**config.mk**
```make
export PLATFORM = sky130hd
export DESIGN_NAME = se_seq
export DESIGN_NICKNAME = d
export VERILOG_FILES = /design/src/rtl/se_seq.sv
export SDC_FILE = /design/constraint.sdc
export NUM_CORES = 1
export LEC_CHECK = 0
export CAP_MARGIN = 20
export CORE_MARGIN = 10
export CORE_UTILIZATION = 53
export DETAILED_ROUTE_END_ITERATION = 10
export MAX_ROUTING_LAYER = met4
export PLACE_DENSITY_LB_ADDON = 0.15
export SLEW_MARGIN = 40
export SYNTH_ARGS = -nofsm -noshare
export SYNTH_HDL_FRONTEND = slang
export SYNTH_SLANG_ARGS = --single-unit
```
**constraint.sdc**
```tcl
create_clock -name sclk -period 3.65 [get_ports sclk]
set_input_delay 1.095 -clock sclk [delete_from_list [all_inputs] [get_ports sclk]]
set_output_delay 1.095 -clock sclk [all_outputs]
set_load 0.02 [all_outputs]
```
**src/rtl/se_seq.sv**
```systemverilog
// -----------------------------------------------------------------------------
// se_seq -- multi-sector erase sequencer
//
// Issues a run of sector-erase commands to the SE command engine: one se_start
// pulse per sector, an automatic address step of 2^SECTOR_LOG2 between
// sectors, and a settle gap of WAIT_CYC cycles after every non-final se_end.
// Reports progress (sectors_done), completion (done), abort and timeout.
//
// Optional feature (compile-time macro):
//   SE_TIMEOUT_EN  -- when defined, WAIT_END gives up after TIMEOUT_CYC cycles
//                     without se_end and finishes the run with err=1.
//                     When undefined, WAIT_END waits forever and err is 0.
//
// Ports:
//   sclk          in   system clock
//   rst           in   asynchronous active-high reset
//   start         in   one-cycle run request (ignored while busy or num=0)
//   start_addr    in   first sector byte address, sampled with start
//   sector_num    in   number of sectors, sampled with start
//   abort         in   abort request (level or pulse)
//   se_end        in   one-cycle "sector erase finished" from the SE engine
//   se_start      out  one-cycle erase command to the SE engine
//   se_addr       out  address of the sector being erased
//   busy          out  high whenever the sequencer is not idle
//   sectors_done  out  completed sectors in the current/last run
//   done          out  one-cycle run-finished pulse
//   aborted       out  qualifies done: run ended by abort
//   err           out  qualifies done: run ended by timeout
// -----------------------------------------------------------------------------
module se_seq #(
    parameter int ADDR_W      = 24,
    parameter int SECTOR_LOG2 = 16,
    parameter int NUM_W       = 8,
    parameter int WAIT_CYC    = 149_999_999,
    parameter int CNT_W       = 28,
    parameter int TIMEOUT_CYC = 200_000_000
) (
    input  logic              sclk,
    input  logic              rst,
    input  logic              start,
    input  logic [ADDR_W-1:0] start_addr,
    input  logic [NUM_W-1:0]  sector_num,
    input  logic              abort,
    input  logic              se_end,
    output logic              se_start,
    output logic [ADDR_W-1:0] se_addr,
    output logic              busy,
    output logic [NUM_W-1:0]  sectors_done,
    output logic              done,
    output logic              aborted,
    output logic              err
);

    typedef enum logic [2:0] {
        ST_IDLE,
        ST_ISSUE,
        ST_WAIT_END,
        ST_GAP,
        ST_FIN
    } state_t;

    localparam logic [ADDR_W-1:0] ADDR_STEP = ADDR_W'(1) << SECTOR_LOG2;
    localparam logic [CNT_W-1:0]  GAP_LAST  = CNT_W'(WAIT_CYC - 1);
    localparam logic [NUM_W-1:0]  NUM_ONE   = NUM_W'(1);
    localparam logic [CNT_W-1:0]  CNT_ONE   = CNT_W'(1);

`ifdef SE_TIMEOUT_EN
    localparam logic [CNT_W-1:0]  TO_LAST   = CNT_W'(TIMEOUT_CYC - 1);
`else
    // Timeout limit has no consumer in this build.
    logic unused_timeout;
    assign unused_timeout = (TIMEOUT_CYC != 0);
`endif

    state_t            state_q, state_d;
    logic [ADDR_W-1:0] addr_q, addr_d;
    logic [NUM_W-1:0]  remain_q, remain_d;
    logic [NUM_W-1:0]  done_cnt_q, done_cnt_d;
    logic [CNT_W-1:0]  cnt_q, cnt_d;
    logic              abort_pend_q, abort_pend_d;
    logic              aborted_q, aborted_d;
    logic              err_q, err_d;
    logic              se_start_q, busy_q, done_q;

    // Next-state logic.
    always_comb begin
        // NOTE: every variable gets a default before the case so no path
        // leaves one unassigned (which would infer a latch).
        state_d      = state_q;
        addr_d       = addr_q;
        remain_d     = remain_q;
        done_cnt_d   = done_cnt_q;
        cnt_d        = cnt_q;
        abort_pend_d = abort_pend_q;
        aborted_d    = aborted_q;
        err_d        = err_q;

        case (state_q)
            ST_IDLE: begin
                if (start && (sector_num != '0)) begin
                    state_d      = ST_ISSUE;
                    addr_d       = start_addr;
                    remain_d     = sector_num;
                    done_cnt_d   = '0;
                    aborted_d    = 1'b0;
                    err_d        = 1'b0;
                    abort_pend_d = 1'b0;
                end
            end

            ST_ISSUE: begin
                // Counter restarts here so WAIT_END timeout counts from zero.
                cnt_d = '0;
                if (abort) begin
                    state_d   = ST_FIN;
                    aborted_d = 1'b1;
                end else begin
                    state_d = ST_WAIT_END;
                end
            end

            ST_WAIT_END: begin
                // An abort here only takes effect once the erase completes.
                if (abort) begin
                    abort_pend_d = 1'b1;
                end
                if (se_end) begin
                    done_cnt_d = done_cnt_q + NUM_ONE;
                    remain_d   = remain_q - NUM_ONE;
                    if ((remain_q == NUM_ONE) || abort_pend_q || abort) begin
                        state_d   = ST_FIN;
                        aborted_d = abort_pend_q | abort;
                    end else begin
                        addr_d  = addr_q + ADDR_STEP;
                        cnt_d   = '0;
                        state_d = ST_GAP;
                    end
                end
`ifdef SE_TIMEOUT_EN
                else if (cnt_q == TO_LAST) begin
                    state_d   = ST_FIN;
                    err_d     = 1'b1;
                    aborted_d = abort_pend_q | abort;
                end else begin
                    cnt_d = cnt_q + CNT_ONE;
                end
`endif
            end

            ST_GAP: begin
                if (abort) begin
                    state_d   = ST_FIN;
                    aborted_d = 1'b1;
                end else if (cnt_q == GAP_LAST) begin
                    state_d = ST_ISSUE;
                end else begin
                    cnt_d = cnt_q + CNT_ONE;
                end
            end

            ST_FIN: begin
                state_d      = ST_IDLE;
                abort_pend_d = 1'b0;
            end

            default: begin
                state_d = ST_IDLE;
            end
        endcase
    end

    // State register; the pulse/level outputs are decoded from the next state
    // so that they appear registered in the same cycle as the state itself.
    always_ff @(posedge sclk or posedge rst) begin
        if (rst) begin
            state_q      <= ST_IDLE;
            addr_q       <= '0;
            remain_q     <= '0;
            done_cnt_q   <= '0;
            cnt_q        <= '0;
            abort_pend_q <= 1'b0;
            aborted_q    <= 1'b0;
            err_q        <= 1'b0;
            se_start_q   <= 1'b0;
            busy_q       <= 1'b0;
            done_q       <= 1'b0;
        end else begin
            // NOTE: non-blocking assignments so every register samples the
            // pre-edge values regardless of statement order.
            state_q      <= state_d;
            addr_q       <= addr_d;
            remain_q     <= remain_d;
            done_cnt_q   <= done_cnt_d;
            cnt_q        <= cnt_d;
            abort_pend_q <= abort_pend_d;
            aborted_q    <= aborted_d;
            err_q        <= err_d;
            se_start_q   <= (state_d == ST_ISSUE);
            busy_q       <= (state_d != ST_IDLE);
            done_q       <= (state_d == ST_FIN);
        end
    end

    assign se_start     = se_start_q;
    assign se_addr      = addr_q;
    assign busy         = busy_q;
    assign sectors_done = done_cnt_q;
    assign done         = done_q;
    assign aborted      = aborted_q;
    assign err          = err_q;

endmodule

```
Yosys cells after proc, flatten, opt, wreduce, memory -nomap -nowiden --
Cells that the tools add are included.
Word-level totals: register bits after elaboration 76, bits in latches 0, RAM bits 0, ROM bits 0, input bits 37, output and inout port bits 37, word-level logic and storage cells 75, memories 0
Cells by class: add/subtract/negate cells 4, multipliers 0, divide/modulo/power cells 0, $lt $le $gt $ge 0, eq/ne operators 16, shifts and indexed selects 0, multiplexer cells 28, bitwise operators 1, reduce and logical (&&, ||, !) cells 16
Operators with widths (count):
- two-way mux 28 bit | 4
- one-hot mux 28 bit (3 select lines) | 1
- two-way mux 24 bit | 3
- one-hot mux 24 bit (2 select lines) | 1
- two-way mux 8 bit | 4
- one-hot mux 8 bit (2 select lines) | 2
- adder 28 x 1 -> 28 bit (second input constant) | 1
- == test 28 bit (second input constant) | 1
- adder 24 x 17 -> 24 bit (second input constant) | 1
- two-way mux 3 bit | 6
- inequality test 2 bit (second input constant) | 7
- one-hot mux 3 bit (4 select lines) | 1
- nonzero test 3 bit | 4
- AND reduction 5 bit | 2
- adder 8 x 1 -> 8 bit (second input constant) | 1
- == test 8 x 1 -> 1 bit (second input constant) | 1
- nonzero test 8 bit | 1
- subtractor 8 x 1 -> 8 bit (second input constant) | 1
- == test 3 x 1 -> 1 bit (second input constant) | 2
- == test 3 x 2 -> 1 bit (second input constant) | 2
- == test 3 bit (second input constant) | 2
- one-hot mux 1 bit (3 select lines) | 2
- AND reduction 3 bit | 2
- two-way mux 1 bit | 4
- other kinds (8) | 9

Logic depth before layout (Yosys ltp) --
Gate-level depths: netlist (run 1).
word-level depth 7, depth in mapped cells 9, mapped depth without buffers 7

Worst setup path after synthesis (run 1) --
No wires, ideal clock.
path type in2reg, from input port abort, to register cnt_q[17], arrival 2.640 ns, required time 3.572 ns, slack 0.932 ns, stages on the path 7, cells stage by stage buf_2 and4bb_2 o2111ai_2 nand4bb_1 clkbuf_1 or3_1 a21oi_1
On the way: word-level cells in the longest chain between the ends 3, elaborated cells on any way between the ends 4
RTL lines:
- from (decl) | RTL line 43 | input logic abort,
- logical OR 1 bit | RTL line 130 | if ((remain_q == NUM_ONE) || abort_pend_q || abort) begin
- inequality test 2 bit (no source line)
- AND reduction 5 bit (no source line) (*)
- to (signal assigned) | RTL line 194 | cnt_q <= cnt_d;
- to (decl) | RTL line 79 | logic [CNT_W-1:0] cnt_q, cnt_d;
Mark *: on every way between the ends. The rest lies on a longest branch, timed or not. A chain may end at the register's enable or synchronous reset.

Worst setup path in the final report (run 1) --
from input port abort, to register cnt_q[22]
Same word-level chain as after synthesis.

==> results of run 1 <==
==> stage by stage <==
step	cell area (µm²)	setup slack (ps)	utilization, %	total power [mW]
2_1_floorplan	4045	616.7	-	2.297
3_3_place_gp	4928	372.2	67.23	2.879
3_5_place_dp	4928	354.3	67.23	2.937
4_1_cts	5104	704.0	69.62	3.521
5_1_grt	5104	629.9	69.62	3.726
6_report	5104	692.8	69.62	3.496
==> cell type report <==
class                      instances  area share (%)
inverter                          15           1.103
tap                               99           2.427
sequential                        76           37.26
multi-input combinational        309           39.20
clock buffer                       9           2.427
timing repair buffer              87           16.57
clock inverter                     7           1.005
==> worst paths after layout <==
kind,startpoint,end,slack [ps]
hold reg to reg,se_addr[4],se_addr[4],510
min in group asynchronous,rst,cnt_q[27],1130
hold / removal,se_addr[4],se_addr[4],510
setup reg to reg,state_q[1],cnt_q[22],1310
max in group asynchronous,rst,se_start,1830
setup / recovery,abort,cnt_q[22],690
==> report_power, final <==
part	internal, mW	switching, mW
combinational	0.745	0.847
clock	0.250	0.334
sequential	1.07	0.246
==> cells in the mapped netlist, types with 2 or more instances <==
cell type / count
or4b_1: 2
or4_1: 4
a211oi_1: 2
nand2b_1: 9
nor2_1: 32
or2_2: 3
mux2_2: 16
xor2_1: 4
nor3b_1: 2
clkbuf_1: 9
or3_1: 12
nand4bb_1: 3
o22ai_1: 5
and2_1: 4
xnor2_1: 7
o21ai_0: 16
a22oi_1: 2
nand3_1: 19
a31oi_1: 2
a211o_1: 2
a2bb2oi_1: 6
mux2i_1: 6
dfrtp_1: 76
o2111ai_1: 3
nand2_1: 30
o211ai_1: 3
o31ai_1: 3
nor3_1: 6
buf_2: 9
and3_1: 6
nand4_1: 11
nor4_1: 11
a21oi_1: 35
inv_1: 15
o21ai_1: 13
o22a_1: 2
ha_1: 6
==> kinds of logic (layout without fill, tap and decap cells) <==
logic type,count (synthesis),count (layout),synth area share (%)
AND/OR/NAND/NOR,165,165,22.95
AO/OA/AOI/OAI,104,104,16.24
flip-flops,76,76,47.02
buffers and inverters,34,118,3.526
multiplexers,22,22,5.939
XOR/XNOR,11,11,2.382
adder cells (fa/ha/maj),6,6,1.856
other,1,1,0.09270
==> registers in the layout, summed over array words and instances (netlist names) <==
name          flops
abort_pend_q      1
aborted           1
busy              1
cnt_q            28
done              1
remain_q          8
se_addr          24
se_start          1
sectors_done      8
state_q           3
==> routing by layer <==
layer / up-vias / part of all wire (%)
li1: 1700 / -
met1: 1693 / 43
met4: 0 / 1.7
met5: - / 0
met3: 17 / 3.9
met2: 81 / 51
==> critical path: stages <==
cell and delay [ps]:
clkdlybuf4s50_1 450, and4bb_2 340, o2111ai_1 220, nand4bb_1 280
buf_4 200, or4_1 500, a21oi_1 150
==> results.txt, run 1 <==
Critical Path RT: 3930 ps
Core Footprint: 7331 µm²
Met2 Track Usage GR: 30.24%
Unrepaired setup endpoints after global routing: no
Critical-path maximum fanout: 13
Die area: 11,530 µm²
Initial antenna violation count: 0
Clock sink count: 76
Final #Nets: 541
Cts hold-fix bufs: 0
Count of final max-slew check failures: 0
Initial DRC Count: 110
Hold path depth: 1
Warnings from Yosys: 0
Overflow after GRT: 0
Commonest non-fill, non-tap cell in the layout: dfrtp_1
GRT Total Usage: 18.10%
Residual DRC: 0
Worst setup SP type: input port
Minimum clock period: 2957 ps
Peak Freq: 338.2 MHz
Clock Tree Buf Depth: 2
Cell Rows: 31
Final setup vio count: 0
Run status: complete, no violations
Share of layout cells above drive strength 1: 12.13%
Top cells by area, synth: dfrtp_1 47%, mux2_2 4.5%, a21oi_1 4.3%
Post-CTS setup buffers: 0
Final ANT Viol Nets: 0
Post-synth top area share: 47.02%
Worst slew pin tran: 643.2 ps
TritonCTS clock tree: built
Reg area: 1902 µm²
Post-synth cell types: 60
Reg2Reg Depth: 6
Worst setup path class: input port to flip-flop
Die width: 107.4 µm
Pwr Density: 685.1 nW/µm²
Max cap viols: 0
Worst Hold Class: flip-flop to flip-flop
Post-synth EDFFs: 0
Die Y: 107.4 µm
Post-synth top flop: dfrtp_1
Post-Syn Area: 4045 µm²
Critical Path End Type: flip-flop
Post-Syn Nets: 462
Max-slew headroom: 57.06%
ANT cells: 0
Area of the multi-input gates: 2001 µm²
Detailed Routing Iterations Pass 1: 4
Maximum VDD drop: 0.4926 mV
Worst hold slack: 510.6 ps
DR WL/cell: 16.31 µm
First-pass GRT wire length: 16.66 mm
Crit path DAT: 3240 ps
Post-synth top area cell: dfrtp_1
Seq cells post-synth: 76
Via Count: 3,491
Fillers: 564
IO Pins: 74
HPWL after detailed placement: 7.278 mm
Finished Layout Cells: 602
Most frequent cells in the layout: 76 x dfrtp_1, 72 x clkdlybuf4s50_1, 35 x a21oi_1
Skew final: 10.92 ps
Vias in the first global route: 3,326
Pin count of the biggest net entering global routing: 49
Async SR Flop Fraction: 100.0%
CTS resizes: 0
Final TNS setup: 0 ps
Post-Synthesis Cells: 419
Leakage power: 2.062 nW
Hold Vio Cnt, Final: 0
Worst skew pair latency: 360 ps
Initial Util: 55.18%
Syn avg cell area: 9.654 µm²
Register area share after synthesis: 47.02%
CTS buffer count: 9
Final Cycle Share: 81.02%
Clk root buf: clkbuf_8
CTS H-tree lvls: 3
Clk slew on worst S/H paths: 80 ps
Busiest grt layer: met2
Vias per cell: 5.799
DP Cell Count: 586
Routed WL: 9.817 mm
Met1 GRT Util: 21.53%
Port Buffer Count: 72
Area delta synth->final: 26.17%
Met3 usage: 3.593%
Gpl congestion: 0.7791
No activity file was read; power rests on OpenSTA's default activity.
==> run 2, diff against run 1 <==
==> constraint.sdc (replaced) <==
create_clock -name sclk -period 2.9 [get_ports sclk]
set_input_delay 0.87 -clock sclk [delete_from_list [all_inputs] [get_ports sclk]]
set_output_delay 0.87 -clock sclk [all_outputs]
set_load 0.02 [all_outputs]
==> run 2 against run 1 <==
Effect of this change: wire length increased by 3.3%; critical path type unchanged; worst hold slack improved by 1.5 ps; clock-buffer cell count increased by 2; combinational power increased by 29%; setup slack got worse by 450 ps; critical endpoint unchanged; register-to-register slack got worse by 730 ps; first-iteration DRC count increased by 30%; clock skew decreased by 2.4 ps; global-route usage increased by 0.52 points; highest routed layer unchanged; final cell count increased by 1.3%.
==> results.txt, run 2 (same netlist as run 1, synthesis figures left out) <==
Run status: complete, no violations
Crit Reg-Reg Endpoint: cnt_q[22]
Count of final max-slew check failures: 0
Max-slew headroom: 63.98%
Worst setup SP type: input port
Worst Hold Class: flip-flop to flip-flop
Port Buffer Count: 72
Core Footprint: 7331 µm²
Routed WL: 10.14 mm
Post-CTS setup buffers: 0
Reg2Reg Depth: 6
Clk root buf: clkbuf_8
Detailed Routing Iterations Pass 1: 4
Pwr Density: 861.1 nW/µm²
Area delta synth->final: 28.21%
Final WS setup: 241.0 ps
Clk slew on worst S/H paths: 80 ps
Clock Tree Buf Depth: 2
Cell Rows: 31
Final setup vio count: 0
Max reg flops: 28
Min-delay src: se_addr[10]
CTS buffer count: 9
Vias in the first global route: 3,528
Die Y: 107.4 µm
First-pass GRT wire length: 17.30 mm
HPWL after detailed placement: 7.548 mm
Pin count of the biggest net entering global routing: 40
Overflow after GRT: 0
CTS resizes: 0
Die width: 107.4 µm
Reg2Reg Setup Slack: 580 ps
Final Cycle Share: 91.69%
Final #Nets: 549
DR WL/cell: 16.62 µm
Critical-path maximum fanout: 7
Worst setup path class: input port to flip-flop
Max cap viols: 0
R2R Path Start: remain_q[0]
Leakage power: 2.108 nW
Hold path depth: 1
Minimum clock period: 2659 ps
Critical Path End Type: flip-flop
Crit path DAT: 2920 ps
Die area: 11,530 µm²
Initial antenna violation count: 0
Share of layout cells above drive strength 1: 13.50%
Peak Freq: 376.1 MHz
Biggest register: cnt_q
Final ANT Viol Nets: 0
Maximum VDD drop: 0.6164 mV
Worst skew pair latency: 340 ps
Placement Setup Slack: -97.83 ps
Gpl congestion: 0.8266
Cts hold-fix bufs: 0
Initial Util: 55.18%
Clock sink count: 76
TritonCTS clock tree: built
IO Pins: 74
CTS H-tree lvls: 3
ANT cells: 0
Vias per cell: 5.784
Worst slew pin tran: 535.4 ps
Critical Path RT: 3160 ps
Fillers: 570
Via Count: 3,528
Initial DRC Count: 143
Most frequent cells in the layout: 76 x dfrtp_1, 72 x clkdlybuf4s50_1, 35 x a21oi_1
Final TNS setup: 0 ps
Residual DRC: 0
Skew final: 8.472 ps
GRT Total Usage: 18.62%
Commonest non-fill, non-tap cell in the layout: dfrtp_1
Hold Vio Cnt, Final: 0
End of the worst hold path: se_addr[10]
Unrepaired setup endpoints after global routing: no
## run 2: cell count changes in the layout (fill, tap and decap cells not counted)
cell,previous run,this run
buf_12,1,2
buf_4,14,21
clkbuf_8,9,11
clkinv_4,1,0
inv_6,2,1
## run 2: cell type report
type	instances	area [µm²]	share of cell area, %
timing repair buffer	95	918.4	17.71
clock inverter	5	33.78	0.6514
tap	99	123.9	2.388
sequential	76	1902	36.67
multi-input combinational	309	2001	38.58
clock buffer	11	151.4	2.919
inverter	15	56.30	1.086
## run 2: per-layer routing
layer	up-vias	share of wire (%)	global-route usage, %
li1	1716	-	-
met1	1715	44	22.79
met2	85	50	30.67
met3	12	4.4	2.814
met4	0	1.4	6.584
met5	-	0	-
## run 2: worst max path at each step
stage	start	end	slack (ps)
3_3_place_gp	abort	cnt_q[16]	-60
5_1_grt	abort	cnt_q[20]	60
3_5_place_dp	abort	cnt_q[22]	-100
4_1_cts	abort	cnt_q[22]	250
6_report	abort	cnt_q[22]	240
2_1_floorplan	rst	abort_pend_q	90
## run 2: through the flow
step / utilization, % / cells / instance area [µm²] / hold slack [ps] / total power [mW]
final: 70.75 / 610 / 5186 / 512.1 / 4.466
after detailed placement: 68.22 / 594 / 5001 / 494.7 / 3.738
after floorplan: - / 419 / 4045 / 483.1 / 2.891
after CTS: 70.75 / 610 / 5186 / 514.3 / 4.504
after global placement: 68.22 / 594 / 5001 / 489.4 / 3.666
after global routing: 70.75 / 610 / 5186 / 525.7 / 4.772
## run 2: where the power goes
group / internal, mW / total, mW / switching, mW
Sequential: 1.35 / 1.66 / 0.304
Combinational: 0.971 / 2.05 / 1.08
Clock: 0.358 / 0.759 / 0.402
## run 2: critical path: stages
cell and delay [ps]:
clkdlybuf4s50_1 450, and4bb_2 350, o2111ai_1 130, nand4bb_1 370, or4_1 580, a21oi_1 170
==> run 3, diff against run 2 <==
--- a/config.mk
+++ b/config.mk
@@ -5,6 +5,7 @@
 export SDC_FILE = /design/constraint.sdc
 export NUM_CORES = 1
 export LEC_CHECK = 0
+export ABC_AREA = 0
 export CAP_MARGIN = 20
 export CORE_MARGIN = 10
 export CORE_UTILIZATION = 53
==> results of run 3 <==
Same layout as run 2: the final DEF is identical, and so are final timing and power.
